===== src/rtl/wind_pkg.sv =====
// Shared types and constants for the wind direction averaging path: FSM states,
// CORDIC gain and an elaboration-time arctangent helper for the angle table.
package wind_pkg;

    typedef enum logic [2:0] {
        StAccum,
        StPre,
        StCordic,
        StScale,
        StOut
    } wind_state_e;

    // CORDIC gain K = 39797 / 2^16
    localparam int unsigned CordicK      = 39797;
    localparam int unsigned CordicKShift = 16;

    // Fractional bits carried inside the CORDIC so truncation in the shifts stays
    // well below one output LSB on both magnitude and angle.
    localparam int unsigned CordicGuard  = 6;

    localparam real Pi = 3.14159265358979323846;

    // atan(2^-i) in units where a full circle equals 2^bits, rounded to nearest
    function automatic int unsigned wind_atan_scaled(input int unsigned i,
                                                     input int unsigned bits);
        real v;
        v = $atan(1.0 / (2.0 ** i)) / (2.0 * Pi) * (2.0 ** bits);
        return $rtoi(v + 0.5);
    endfunction

endpackage


===== src/rtl/winddir_avg_polar_if.sv =====
// Sample-in / result-out handshake bundle of winddir_avg_polar.
interface winddir_avg_polar_if #(
    parameter int unsigned W       = 16,
    parameter int unsigned ANGLE_W = 16
);
    logic                in_valid;
    logic                in_ready;
    logic signed [W-1:0] in_x;
    logic signed [W-1:0] in_y;
    logic                out_valid;
    logic                out_ready;
    logic [W-1:0]        out_speed;
    logic [ANGLE_W-1:0]  out_dir;
    logic                out_calm;

    modport master (
        output in_valid, in_x, in_y, out_ready,
        input  in_ready, out_valid, out_speed, out_dir, out_calm
    );

    modport slave (
        input  in_valid, in_x, in_y, out_ready,
        output in_ready, out_valid, out_speed, out_dir, out_calm
    );
endinterface


===== src/rtl/wind_cordic_vec.sv =====
// Iterative vectoring CORDIC: one micro-rotation per cycle, drives y toward zero and
// accumulates the rotation angle into z. start_i loads x/y/z, done_o marks the last step.
module wind_cordic_vec
    import wind_pkg::*;
#(
    parameter int unsigned DW    = 24,
    parameter int unsigned ZW    = 22,
    parameter int unsigned ITERS = 14
) (
    input  logic                 clk_i,
    input  logic                 rst_ni,
    input  logic                 start_i,
    input  logic signed [DW-1:0] x_i,
    input  logic signed [DW-1:0] y_i,
    input  logic [ZW-1:0]        z_i,
    output logic                 done_o,
    output logic signed [DW-1:0] x_o,
    output logic [ZW-1:0]        z_o
);

    localparam int unsigned IW = $clog2(ITERS + 1);

    logic signed [DW-1:0] x_q, x_d;
    logic signed [DW-1:0] y_q, y_d;
    logic [ZW-1:0]        z_q, z_d;
    logic [IW-1:0]        iter_q, iter_d;
    logic                 busy_q, busy_d;

    logic [ZW-1:0] atan_tbl [ITERS];

    for (genvar g = 0; g < ITERS; g++) begin : g_atan
        localparam logic [ZW-1:0] Atan = ZW'(wind_atan_scaled(g, ZW));
        assign atan_tbl[g] = Atan;
    end

    always_comb begin
        x_d    = x_q;
        y_d    = y_q;
        z_d    = z_q;
        iter_d = iter_q;
        busy_d = busy_q;
        done_o = 1'b0;
        if (start_i) begin
            x_d    = x_i;
            y_d    = y_i;
            z_d    = z_i;
            iter_d = '0;
            busy_d = 1'b1;
        end else if (busy_q) begin
            // y >= 0: rotate clockwise, angle accumulates positively
            if (!y_q[DW-1]) begin
                x_d = x_q + (y_q >>> iter_q);
                y_d = y_q - (x_q >>> iter_q);
                z_d = z_q + atan_tbl[iter_q];
            end else begin
                x_d = x_q - (y_q >>> iter_q);
                y_d = y_q + (x_q >>> iter_q);
                z_d = z_q - atan_tbl[iter_q];
            end
            if (iter_q == IW'(ITERS - 1)) begin
                busy_d = 1'b0;
                done_o = 1'b1;
            end else begin
                iter_d = iter_q + 1'b1;
            end
        end
    end

    always_ff @(posedge clk_i or negedge rst_ni) begin
        if (!rst_ni) begin
            x_q    <= '0;
            y_q    <= '0;
            z_q    <= '0;
            iter_q <= '0;
            busy_q <= 1'b0;
        end else begin
            x_q    <= x_d;
            y_q    <= y_d;
            z_q    <= z_d;
            iter_q <= iter_d;
            busy_q <= busy_d;
        end
    end

    assign x_o = x_q;
    assign z_o = z_q;

endmodule


===== src/rtl/winddir_avg_polar.sv =====
// Vector-averages X/Y wind samples over 2^AVG_LOG2 samples and converts the mean to
// speed/direction via CORDIC. Optional calm hold is enabled by WINDDIR_CALM_EN.
module winddir_avg_polar
    import wind_pkg::*;
#(
    parameter int unsigned W           = 16,
    parameter int unsigned AVG_LOG2    = 3,
    parameter int unsigned ITERS       = 14,
    parameter int unsigned ANGLE_W     = 16,
    parameter int unsigned CALM_THRESH = 64
) (
    input  logic                clk_i,
    input  logic                rst_ni,
    winddir_avg_polar_if.slave  bus_io
);

    localparam int unsigned AW = W + AVG_LOG2;
    localparam int unsigned DW = W + 2 + CordicGuard;
    localparam int unsigned ZW = ANGLE_W + CordicGuard;
    localparam int unsigned CW = AVG_LOG2 + 1;
    localparam int unsigned PW = DW + CordicKShift;
    localparam int unsigned RS = CordicKShift + CordicGuard;
    localparam logic [CW-1:0] LastCnt = CW'((1 << AVG_LOG2) - 1);

`ifdef WINDDIR_CALM_EN
    localparam bit CalmEn = 1'b1;
`else
    localparam bit CalmEn = 1'b0;
`endif

    wind_state_e state_q, state_d;

    logic signed [AW-1:0] acc_x_q, acc_x_d;
    logic signed [AW-1:0] acc_y_q, acc_y_d;
    logic [CW-1:0]        cnt_q, cnt_d;
    logic                 zero_q, zero_d;
    logic                 in_ready_q, in_ready_d;
    logic                 out_valid_q, out_valid_d;
    logic [W-1:0]         out_speed_q, out_speed_d;
    logic [ANGLE_W-1:0]   out_dir_q, out_dir_d;
    logic                 out_calm_q, out_calm_d;
`ifdef WINDDIR_CALM_EN
    logic [ANGLE_W-1:0]   held_q, held_d;
`endif

    logic                 accept;
    logic signed [W-1:0]  mean_x, mean_y;
    logic signed [W+1:0]  ext_x, ext_y, pre_x, pre_y;
    logic signed [DW-1:0] cor_x_in, cor_y_in, cor_x;
    logic [ZW-1:0]        cor_z_in, cor_z;
    logic                 cor_start, cor_done;
    logic [DW-1:0]        x_mag;
    logic [PW-1:0]        mag_full;
    logic [W-1:0]         speed_calc;
    logic [ANGLE_W-1:0]   dir_calc;
    logic                 calm_hit;

    assign accept = bus_io.in_valid & in_ready_q;

    // Mean with floor rounding, then fold the left half-plane onto the right.
    assign mean_x   = W'(acc_x_q >>> AVG_LOG2);
    assign mean_y   = W'(acc_y_q >>> AVG_LOG2);
    assign ext_x    = (W + 2)'(mean_x);
    assign ext_y    = (W + 2)'(mean_y);
    assign pre_x    = mean_x[W-1] ? -ext_x : ext_x;
    assign pre_y    = mean_x[W-1] ? -ext_y : ext_y;
    assign cor_x_in = {pre_x, {CordicGuard{1'b0}}};
    assign cor_y_in = {pre_y, {CordicGuard{1'b0}}};
    assign cor_z_in = mean_x[W-1] ? (ZW'(1) << (ZW - 1)) : '0;

    wind_cordic_vec #(
        .DW    (DW),
        .ZW    (ZW),
        .ITERS (ITERS)
    ) u_cordic (
        .clk_i   (clk_i),
        .rst_ni  (rst_ni),
        .start_i (cor_start),
        .x_i     (cor_x_in),
        .y_i     (cor_y_in),
        .z_i     (cor_z_in),
        .done_o  (cor_done),
        .x_o     (cor_x),
        .z_o     (cor_z)
    );

    // Magnitude = round(x * K), guard bits dropped in the same rounding step.
    assign x_mag      = cor_x[DW-1] ? '0 : cor_x;
    assign mag_full   = ((PW'(x_mag) * PW'(CordicK)) + (PW'(1) << (RS - 1))) >> RS;
    assign speed_calc = (|mag_full[PW-1:W]) ? '1 : mag_full[W-1:0];
    assign dir_calc   = ANGLE_W'((cor_z + ZW'(1 << (CordicGuard - 1))) >> CordicGuard);
    assign calm_hit   = CalmEn && (32'(speed_calc) < CALM_THRESH);

    always_comb begin
        state_d     = state_q;
        acc_x_d     = acc_x_q;
        acc_y_d     = acc_y_q;
        cnt_d       = cnt_q;
        zero_d      = zero_q;
        out_valid_d = out_valid_q;
        out_speed_d = out_speed_q;
        out_dir_d   = out_dir_q;
        out_calm_d  = out_calm_q;
        cor_start   = 1'b0;
`ifdef WINDDIR_CALM_EN
        held_d      = held_q;
`endif
        unique case (state_q)
            StAccum: begin
                if (accept) begin
                    acc_x_d = acc_x_q + AW'(bus_io.in_x);
                    acc_y_d = acc_y_q + AW'(bus_io.in_y);
                    cnt_d   = cnt_q + 1'b1;
                    if (cnt_q == LastCnt) begin
                        state_d = StPre;
                    end
                end
            end
            StPre: begin
                cor_start = 1'b1;
                zero_d    = (mean_x == '0) && (mean_y == '0);
                state_d   = StCordic;
            end
            StCordic: begin
                if (cor_done) begin
                    state_d = StScale;
                end
            end
            StScale: begin
                out_valid_d = 1'b1;
                out_speed_d = speed_calc;
                out_calm_d  = calm_hit;
`ifdef WINDDIR_CALM_EN
                if (calm_hit) begin
                    out_dir_d = held_q;
                end else begin
                    out_dir_d = zero_q ? '0 : dir_calc;
                    held_d    = out_dir_d;
                end
`else
                out_dir_d = zero_q ? '0 : dir_calc;
`endif
                state_d = StOut;
            end
            StOut: begin
                if (bus_io.out_ready) begin
                    out_valid_d = 1'b0;
                    acc_x_d     = '0;
                    acc_y_d     = '0;
                    cnt_d       = '0;
                    state_d     = StAccum;
                end
            end
            default: state_d = StAccum;
        endcase
        in_ready_d = (state_d == StAccum);
    end

    always_ff @(posedge clk_i or negedge rst_ni) begin
        if (!rst_ni) begin
            state_q     <= StAccum;
            acc_x_q     <= '0;
            acc_y_q     <= '0;
            cnt_q       <= '0;
            zero_q      <= 1'b0;
            in_ready_q  <= 1'b0;
            out_valid_q <= 1'b0;
            out_speed_q <= '0;
            out_dir_q   <= '0;
            out_calm_q  <= 1'b0;
        end else begin
            state_q     <= state_d;
            acc_x_q     <= acc_x_d;
            acc_y_q     <= acc_y_d;
            cnt_q       <= cnt_d;
            zero_q      <= zero_d;
            in_ready_q  <= in_ready_d;
            out_valid_q <= out_valid_d;
            out_speed_q <= out_speed_d;
            out_dir_q   <= out_dir_d;
            out_calm_q  <= out_calm_d;
        end
    end

`ifdef WINDDIR_CALM_EN
    always_ff @(posedge clk_i or negedge rst_ni) begin
        if (!rst_ni) begin
            held_q <= '0;
        end else begin
            held_q <= held_d;
        end
    end
`endif

    assign bus_io.in_ready  = in_ready_q;
    assign bus_io.out_valid = out_valid_q;
    assign bus_io.out_speed = out_speed_q;
    assign bus_io.out_dir   = out_dir_q;
    assign bus_io.out_calm  = out_calm_q;

endmodule


===== src/flat_wrapper.sv =====
// flat-port wrapper written by rule: the top's interface ports become plain ports
module winddir_avg_polar_flat import wind_pkg::*;
#(
    parameter int unsigned W           = 16,
    parameter int unsigned AVG_LOG2    = 3,
    parameter int unsigned ITERS       = 14,
    parameter int unsigned ANGLE_W     = 16,
    parameter int unsigned CALM_THRESH = 64
)
  (clk_i, rst_ni, bus_io_in_valid, bus_io_in_x, bus_io_in_y, bus_io_out_ready, bus_io_in_ready, bus_io_out_valid, bus_io_out_speed, bus_io_out_dir, bus_io_out_calm);
  winddir_avg_polar_if #(.W(W), .ANGLE_W(ANGLE_W)) bus_io_i ();
  input  logic clk_i;
  input  logic rst_ni;
  input wire logic [$bits(bus_io_i.in_valid)-1:0] bus_io_in_valid;
  input wire logic [$bits(bus_io_i.in_x)-1:0] bus_io_in_x;
  input wire logic [$bits(bus_io_i.in_y)-1:0] bus_io_in_y;
  input wire logic [$bits(bus_io_i.out_ready)-1:0] bus_io_out_ready;
  output wire logic [$bits(bus_io_i.in_ready)-1:0] bus_io_in_ready;
  output wire logic [$bits(bus_io_i.out_valid)-1:0] bus_io_out_valid;
  output wire logic [$bits(bus_io_i.out_speed)-1:0] bus_io_out_speed;
  output wire logic [$bits(bus_io_i.out_dir)-1:0] bus_io_out_dir;
  output wire logic [$bits(bus_io_i.out_calm)-1:0] bus_io_out_calm;
  assign bus_io_i.in_valid = bus_io_in_valid;
  assign bus_io_i.in_x = bus_io_in_x;
  assign bus_io_i.in_y = bus_io_in_y;
  assign bus_io_i.out_ready = bus_io_out_ready;
  assign bus_io_in_ready = bus_io_i.in_ready;
  assign bus_io_out_valid = bus_io_i.out_valid;
  assign bus_io_out_speed = bus_io_i.out_speed;
  assign bus_io_out_dir = bus_io_i.out_dir;
  assign bus_io_out_calm = bus_io_i.out_calm;
  winddir_avg_polar #(.W(W), .AVG_LOG2(AVG_LOG2), .ITERS(ITERS), .ANGLE_W(ANGLE_W), .CALM_THRESH(CALM_THRESH)) u_core (.clk_i(clk_i), .rst_ni(rst_ni), .bus_io(bus_io_i));
endmodule

===== config.mk =====
export PLATFORM = sky130hd
export DESIGN_NAME = winddir_avg_polar_flat
export DESIGN_NICKNAME = d
export VERILOG_FILES = /design/src/rtl/wind_pkg.sv /design/src/rtl/winddir_avg_polar_if.sv /design/src/rtl/wind_cordic_vec.sv /design/src/rtl/winddir_avg_polar.sv /design/src/flat_wrapper.sv
export SDC_FILE = /design/constraint.sdc
export NUM_CORES = 1
export LEC_CHECK = 0
export ABC_AREA = 1
export CAP_MARGIN = 20
export CELL_PAD_IN_SITES_DETAIL_PLACEMENT = 0
export CELL_PAD_IN_SITES_GLOBAL_PLACEMENT = 1
export CORE_MARGIN = 3
export CORE_UTILIZATION = 42
export DETAILED_ROUTE_END_ITERATION = 8
export PLACE_DENSITY = 0.9
export SYNTH_ARGS = -nofsm -noshare
export SYNTH_HDL_FRONTEND = slang
export SYNTH_SLANG_ARGS = --single-unit

===== constraint.sdc =====
create_clock -name clk_i -period 6.2 [get_ports clk_i]
set_clock_uncertainty 0.2 [all_clocks]
set_input_delay 1.24 -clock clk_i [delete_from_list [all_inputs] [get_ports clk_i]]
set_output_delay 1.24 -clock clk_i [all_outputs]
set_load 0.02 [all_outputs]

# Word level (Yosys, flattened, before mapping)
# Memories as Yosys holds them, arrays and structs flattened.
# Index checks and enable logic that the tools add are counted.
totals:
  reg_bits: 155
  mem_bits_ro: 352
  inputBits: 36
  out_inout_bits: 35
  word_cells: 98
  n_memories: 1
op_classes:
  n_addsub: 14
  multipliers: 1
  magnitude_cmp: 1
  eq_ne: 9
  shifts: 2
  muxes: 42
  n_bitwise: 2
  reduce_logical: 12
memory_table:
  columns: ["memory", "words", "width", "rd", "rd_clocked_by_memory_dff", "wr", "line_no", "source"]
  rows:
  - ["(name not given)", 16, 22, 1, 0, 0, "wind_cordic_vec.sv:58", "z_d = z_q - atan_tbl[iter_q];"]
ops:
  columns: ["operator", "count"]
  rows:
  - ["$mux 24", 6]
  - ["$mux 22", 6]
  - ["$pmux 19 s2", 2]
  - ["$mux 19", 3]
  - ["$add 24x24->24", 2]
  - ["$sshr 24x4->24", 2]
  - ["$sub 24x24->24", 2]
  - ["$add 40x22->40 const B", 1]
  - ["$mul 24x16->40 const B", 1]
  - ["$add 19x16->19", 2]
  - ["$mux 18", 2]
  - ["$neg 16->18", 2]
  - ["$logic_not 16->1", 2]
  - ["$mux 16", 2]
  - ["$mux 23", 1]
  - ["$add 22x22->22", 1]
  - ["$add 22x6->22 const B", 1]
  - ["$sub 22x22->22", 1]
  - ["$mux 4", 5]
  - ["$pmux 3 s5", 1]
  - ["$mux 3", 4]
  - ["$add 4x1->4 const B", 2]
  - ["$mux 1", 8]
  - ["$pmux 4 s2", 1]
  - ["other kinds (17)", 23]

# Depth between registers and ports, before layout
depth:
  word_depth: 8
  depth_mapped: 32
  depth_no_buf: 31

# Cells and area by module
# Synthesis repeated with hierarchy kept, for this count alone.
unflattened:
  cells_unflattened: 3669
  area_unflattened_um2: 24704.9
modules_own_cells:
  columns: ["mod", "n_inst", "cells_per_inst", "area_per_inst_um2"]
  rows:
  - ["winddir_avg_polar", 1, 1897, 13803.2]
  - ["wind_cordic_vec", 1, 1772, 10901.7]

# Least setup slack after synthesis
# No wires, ideal clock.
synth_path:
  kind: "register to register"
  from: "register u_core.u_cordic.x_q[23] (netlist: u_core.u_cordic.x_o[23])"
  to: "register u_core.out_speed_q[0] (netlist: u_core.bus_io.out_speed[0])"
  arrival_ps: 6338
  slack_ps: -455
  stages_incl_launch_ff: 27
  path_buffers: 4
  period_less_slack_ps: 6655
  cell_sequence: "dfrtp_1 > clkbuf_1 > clkbuf_1 > clkbuf_1 > nor2_1 > inv_1 > fa_1 > fa_1 > inv_1 > fa_1 > inv_1 > fa_1 > inv_1 > fa_1 > inv_1 > fa_1 > inv_1 > ha_1 > a21oi_1 > o21ai_0 > a21oi_1 > nor2_1 > nor4_1 > nand4_1 > buf_2 > a21oi_1 > nor2_1"
synth_between:
  elab_chain_cells: 5
synth_lines:
  columns: ["element", "line_no", "source"]
  rows:
  - ["from (decl)", "wind_cordic_vec.sv:23", "logic signed [DW-1:0] x_q, x_d;"]
  - ["from (signal assigned)", "wind_cordic_vec.sv:71", "x_q <= '0;"]
  - ["from (signal assigned)", "wind_cordic_vec.sv:77", "x_q <= x_d;"]
  - ["$mux 23 *", "winddir_avg_polar.sv:88", "assign x_mag = cor_x[DW-1] ? '0 : cor_x;"]
  - ["$mul 24x16->40 *", "winddir_avg_polar.sv:89", "assign mag_full = ((PW'(x_mag) * PW'(CordicK)) + (PW'(1) << (RS - 1))) >> RS;"]
  - ["$add 40x22->40 *", "winddir_avg_polar.sv:89", null]
  - ["$reduce_or 2->1", "winddir_avg_polar.sv:90", "assign speed_calc = (|mag_full[PW-1:W]) ? '1 : mag_full[W-1:0];"]
  - ["$mux 16 *", "winddir_avg_polar.sv:90", null]
  - ["to (signal assigned)", "winddir_avg_polar.sv:179", "out_speed_q <= out_speed_d;"]
  - ["to (decl)", "winddir_avg_polar.sv:39", "logic [W-1:0] out_speed_q, out_speed_d;"]
# Every way passes the cells marked *; elsewhere a longest branch is shown, timed or not.
# A chain may end at the register's enable or synchronous reset.

# Worst setup path after layout
layout_path:
  from: "register u_core.u_cordic.x_q[23] (netlist: u_core.u_cordic.x_o[23])"
  to: "register u_core.out_speed_q[6] (netlist: u_core.bus_io.out_speed[6])"
# Same word-level chain as after synthesis.

==> impl_metrics.ini <==
[floorplan]
die_w_um = 243
initial_utilization = 0.426
die-area_mm2 = 0.0589
pin_count = 71
die_h_um = 243
rows = 86
coreArea_mm2 = 0.0552

[setup_path]
crit_fanout = 7
crit_start = u_core.u_cordic.x_o[23]
startpoint_type = flip-flop
r2r_end = u_core.bus_io.out_speed[6]
regToRegStartpoint = u_core.u_cordic.x_o[23]
crit_path_end_kind = flip-flop
crit_buf_inv = 8
cp_slowest_cell = fa_1
max_stage_delay_ps = 540
cp_num_cells = 27
r2r_cells = 27
cp_top_family = adder cells
worstPathRequired_ps = 6370
crit_type = flip-flop to flip-flop
rrSetupSlack_ps = 80
critical_path_arrival_ps = 6290

[cts]
h-tree-depth = 4
numCtsBuffers = 17
cts_tree = done
clock_path_buffers = 2
clock_tree.root_cell = clkbuf_16
path_clk_slew_ps = 80
cts.sinks = 155
cts_hold_buffers = 0
insertion_delay_ps = 490

[yosys]
yosys.cell_types.count = 60
ys_seq_area_frac = 0.165
synth_area_per_cell_um2 = 6.82
ys_warn_count = 0
synth-edff-count = 0
synth_nets = 3890
netlist_area_mm2 = 0.0235
synthCells = 3449
ys_async_sr_fraction = 1.00
synth_ff_type = dfrtp_1
synth-seq-cells = 155

[grt]
grt_max_degree = 99
grt_pass1_vias = 22126
grtUsageTotal = 0.245
antenna_found_initial = 0
grt-ovfl-total = 0
grt_pass1_wl_mm = 117

[run_status]
status = complete, no violations

[job]
maxCapViolCount = 0

[sta]
finalHoldViolCount = 0
finalCriticalPeriod_ps = 6120
max_freq_mhz = 164
period_share = 0.986
fin_ws_ps = 84.4
slew_headroom = 0.321
worst_pin_slew_ps = 1020
setup_viol = 0
slew_violations = 0

[hold_path]
holdPathStages = 2
hold_path_class = flip-flop to flip-flop
hp-start = u_core.bus_io.out_dir[15]
holdPathEnd = u_core.bus_io.out_dir[15]

[cells_and_area]
area_growth_pct = 16.7
fin_nets = 4057
final_core_util = 0.497
fill_cells = 5553
regArea_mm2 = 0.00388
instances_no_fill = 4377
drive_gt1_frac = 0.112
num_antenna_cells = 0
multiInputGateArea_mm2 = 0.0179

[placement]
dp_slack_ps = -106
dp_hpwl_mm = 58.5
dp.cells = 4315
io_buffers = 69
globalplace.congestion = 0.942

[routing]
drc = 0
first_iter_violations = 1899
dr.pass1.iters = 7
via_per_inst = 5.35
drtAntennaViolNets = 0
wl_mm = 73.7
vias = 23416
wire_per_inst_um = 16.8
-- logic make-up (layout without fill, tap and decap cells) --
group | after synthesis | in the layout | synth area share
xor gates and xnor gates | 98 | 98 | 0.0365
adders and majority gates | 405 | 405 | 0.262
AOI/OAI and AO/OA | 703 | 703 | 0.170
and+or+nand+nor | 1439 | 1439 | 0.259
DFF | 155 | 155 | 0.165
buffers and inverters | 647 | 827 | 0.107
other | 1 | 1 | 0.000160
muxes | 1 | 1 | 0.000426
-- layout by cell type (no fill, tap or decap), drive strengths merged, types with 4 or more instances in the layout --
cell and count:
o31ai 16, clkbuf 19, a21oi 241, clkdlybuf4s50 68, nor2 336, buf 164, nor3 37, o22ai 45
a211oi 4, xnor2 26, o21ai 256, o221ai 4, and2 9, o21bai 15, a31oi 37, o211ai 11
a21o 17, clkinv 9, o22a 5, or2 18, dfrtp 155, inv 565, a32o 4, ha 258
nand3 249, nand2 739, o21a 10, nor4 9, a22oi 15, a221oi 4, xor2 72, a22o 7
nand4 32, fa 147
-- metal layers --
layer / global-route usage / vias to the layer above / part of all wire
met2: 0.372 / 631 / 0.44
li1: - / 11707 / -
met4: 0.0576 / 0 / 0.015
met3: 0.0424 / 58 / 0.067
met1: 0.363 / 11020 / 0.48
met5: 0 / - / 0
-- worst max-delay path by stage --
stage                             endpoint  slack [ps]
3_3_place_gp    u_core.bus_io.out_speed[6]          40
3_5_place_dp    u_core.bus_io.out_speed[1]        -110
2_1_floorplan   u_core.bus_io.out_speed[3]          10
6_report        u_core.bus_io.out_speed[6]          80
5_1_grt         u_core.bus_io.out_speed[0]        -110
4_1_cts        u_core.bus_io.out_speed[12]           2
-- tightest hold or removal path, delay by kind of cell (launching register included) --
| kind | cells | cell delay (ps) |
|---|---|---|
| simple gates | 2 | 110 |
| flops | 1 | 350 |
-- per-stage QoR --
stage	hold WS, ps	cell area [um2]	setup TNS, ps
after global routing	310	27400	-1360
after global placement	265	25800	0
after CTS	291	26500	0
final	289	27400	0
after floorplan	247	23600	0
after detailed placement	274	25800	-1250
-- cell type report --
type | count | share of cell area
Clock buffer | 17 | 0.0155
Timing Repair Buffer | 234 | 0.0744
Multi-Input combinational cell | 2647 | 0.651
Sequential cell | 155 | 0.141
Clock inverter | 15 | 0.00707
Tap cell | 748 | 0.0341
Inverter | 561 | 0.0768
-- synthesized netlist by cell type, types with 5 or more instances --
| master | count | area (um2) |
|---|---|---|
| buf_1 | 12 | 45.0 |
| o21ai_1 | 12 | 60.1 |
| nand3_1 | 244 | 1220 |
| clkbuf_1 | 42 | 158 |
| o21a_1 | 10 | 75.1 |
| a21oi_1 | 240 | 1200 |
| o21bai_1 | 15 | 113 |
| nand4_1 | 32 | 200 |
| nand3_2 | 5 | 50.1 |
| a22oi_1 | 15 | 113 |
| o31ai_1 | 16 | 120 |
| or2_2 | 15 | 93.8 |
| inv_2 | 10 | 37.5 |
| a31oi_1 | 37 | 231 |
| xor2_1 | 72 | 631 |
| dfrtp_1 | 155 | 3880 |
| nor2_1 | 319 | 1200 |
| xnor2_1 | 26 | 228 |
| nor4_1 | 9 | 56.3 |
| buf_2 | 23 | 115 |
| nand2_1 | 729 | 2740 |
| a21o_1 | 17 | 128 |
| o211ai_1 | 11 | 82.6 |
| a22o_1 | 7 | 61.3 |
| and2_1 | 9 | 56.3 |
| o22ai_1 | 45 | 282 |
| fa_1 | 147 | 2940 |
| nand2_2 | 10 | 62.6 |
| nor3_1 | 36 | 180 |
| o22a_1 | 5 | 43.8 |
| buf_4 | 5 | 37.5 |
| inv_1 | 547 | 2050 |
| nor2_2 | 13 | 81.3 |
| o21ai_0 | 240 | 1200 |
| ha_1 | 258 | 3230 |
-- flip-flops by register name, indices dropped and copies added (netlist names), 3 cells and up --
signal and count:
u_core.cnt_q 4, u_core.bus_io.out_speed 16, u_core.u_cordic.y_q 24, u_core.acc_x_q 19
u_core.acc_y_q 19, u_core.state_q 3, u_core.u_cordic.iter_q 4, u_core.bus_io.out_dir 16
u_core.u_cordic.z_o 22, u_core.u_cordic.x_o 24
-- what timing repair did --
| action | in CTS | in global routing |
|---|---|---|
| setup endpoints to repair | 16 | 16 |
| buffers inserted | 0 | 26 |
| pin swaps | 2 | 89 |
| cloned | 0 | 4 |
| gates resized for setup | 3 | 174 |
Power is left out: the tool's default activity adds up to more than one toggle a clock period on the data nets, which glitch-free logic cannot reach.
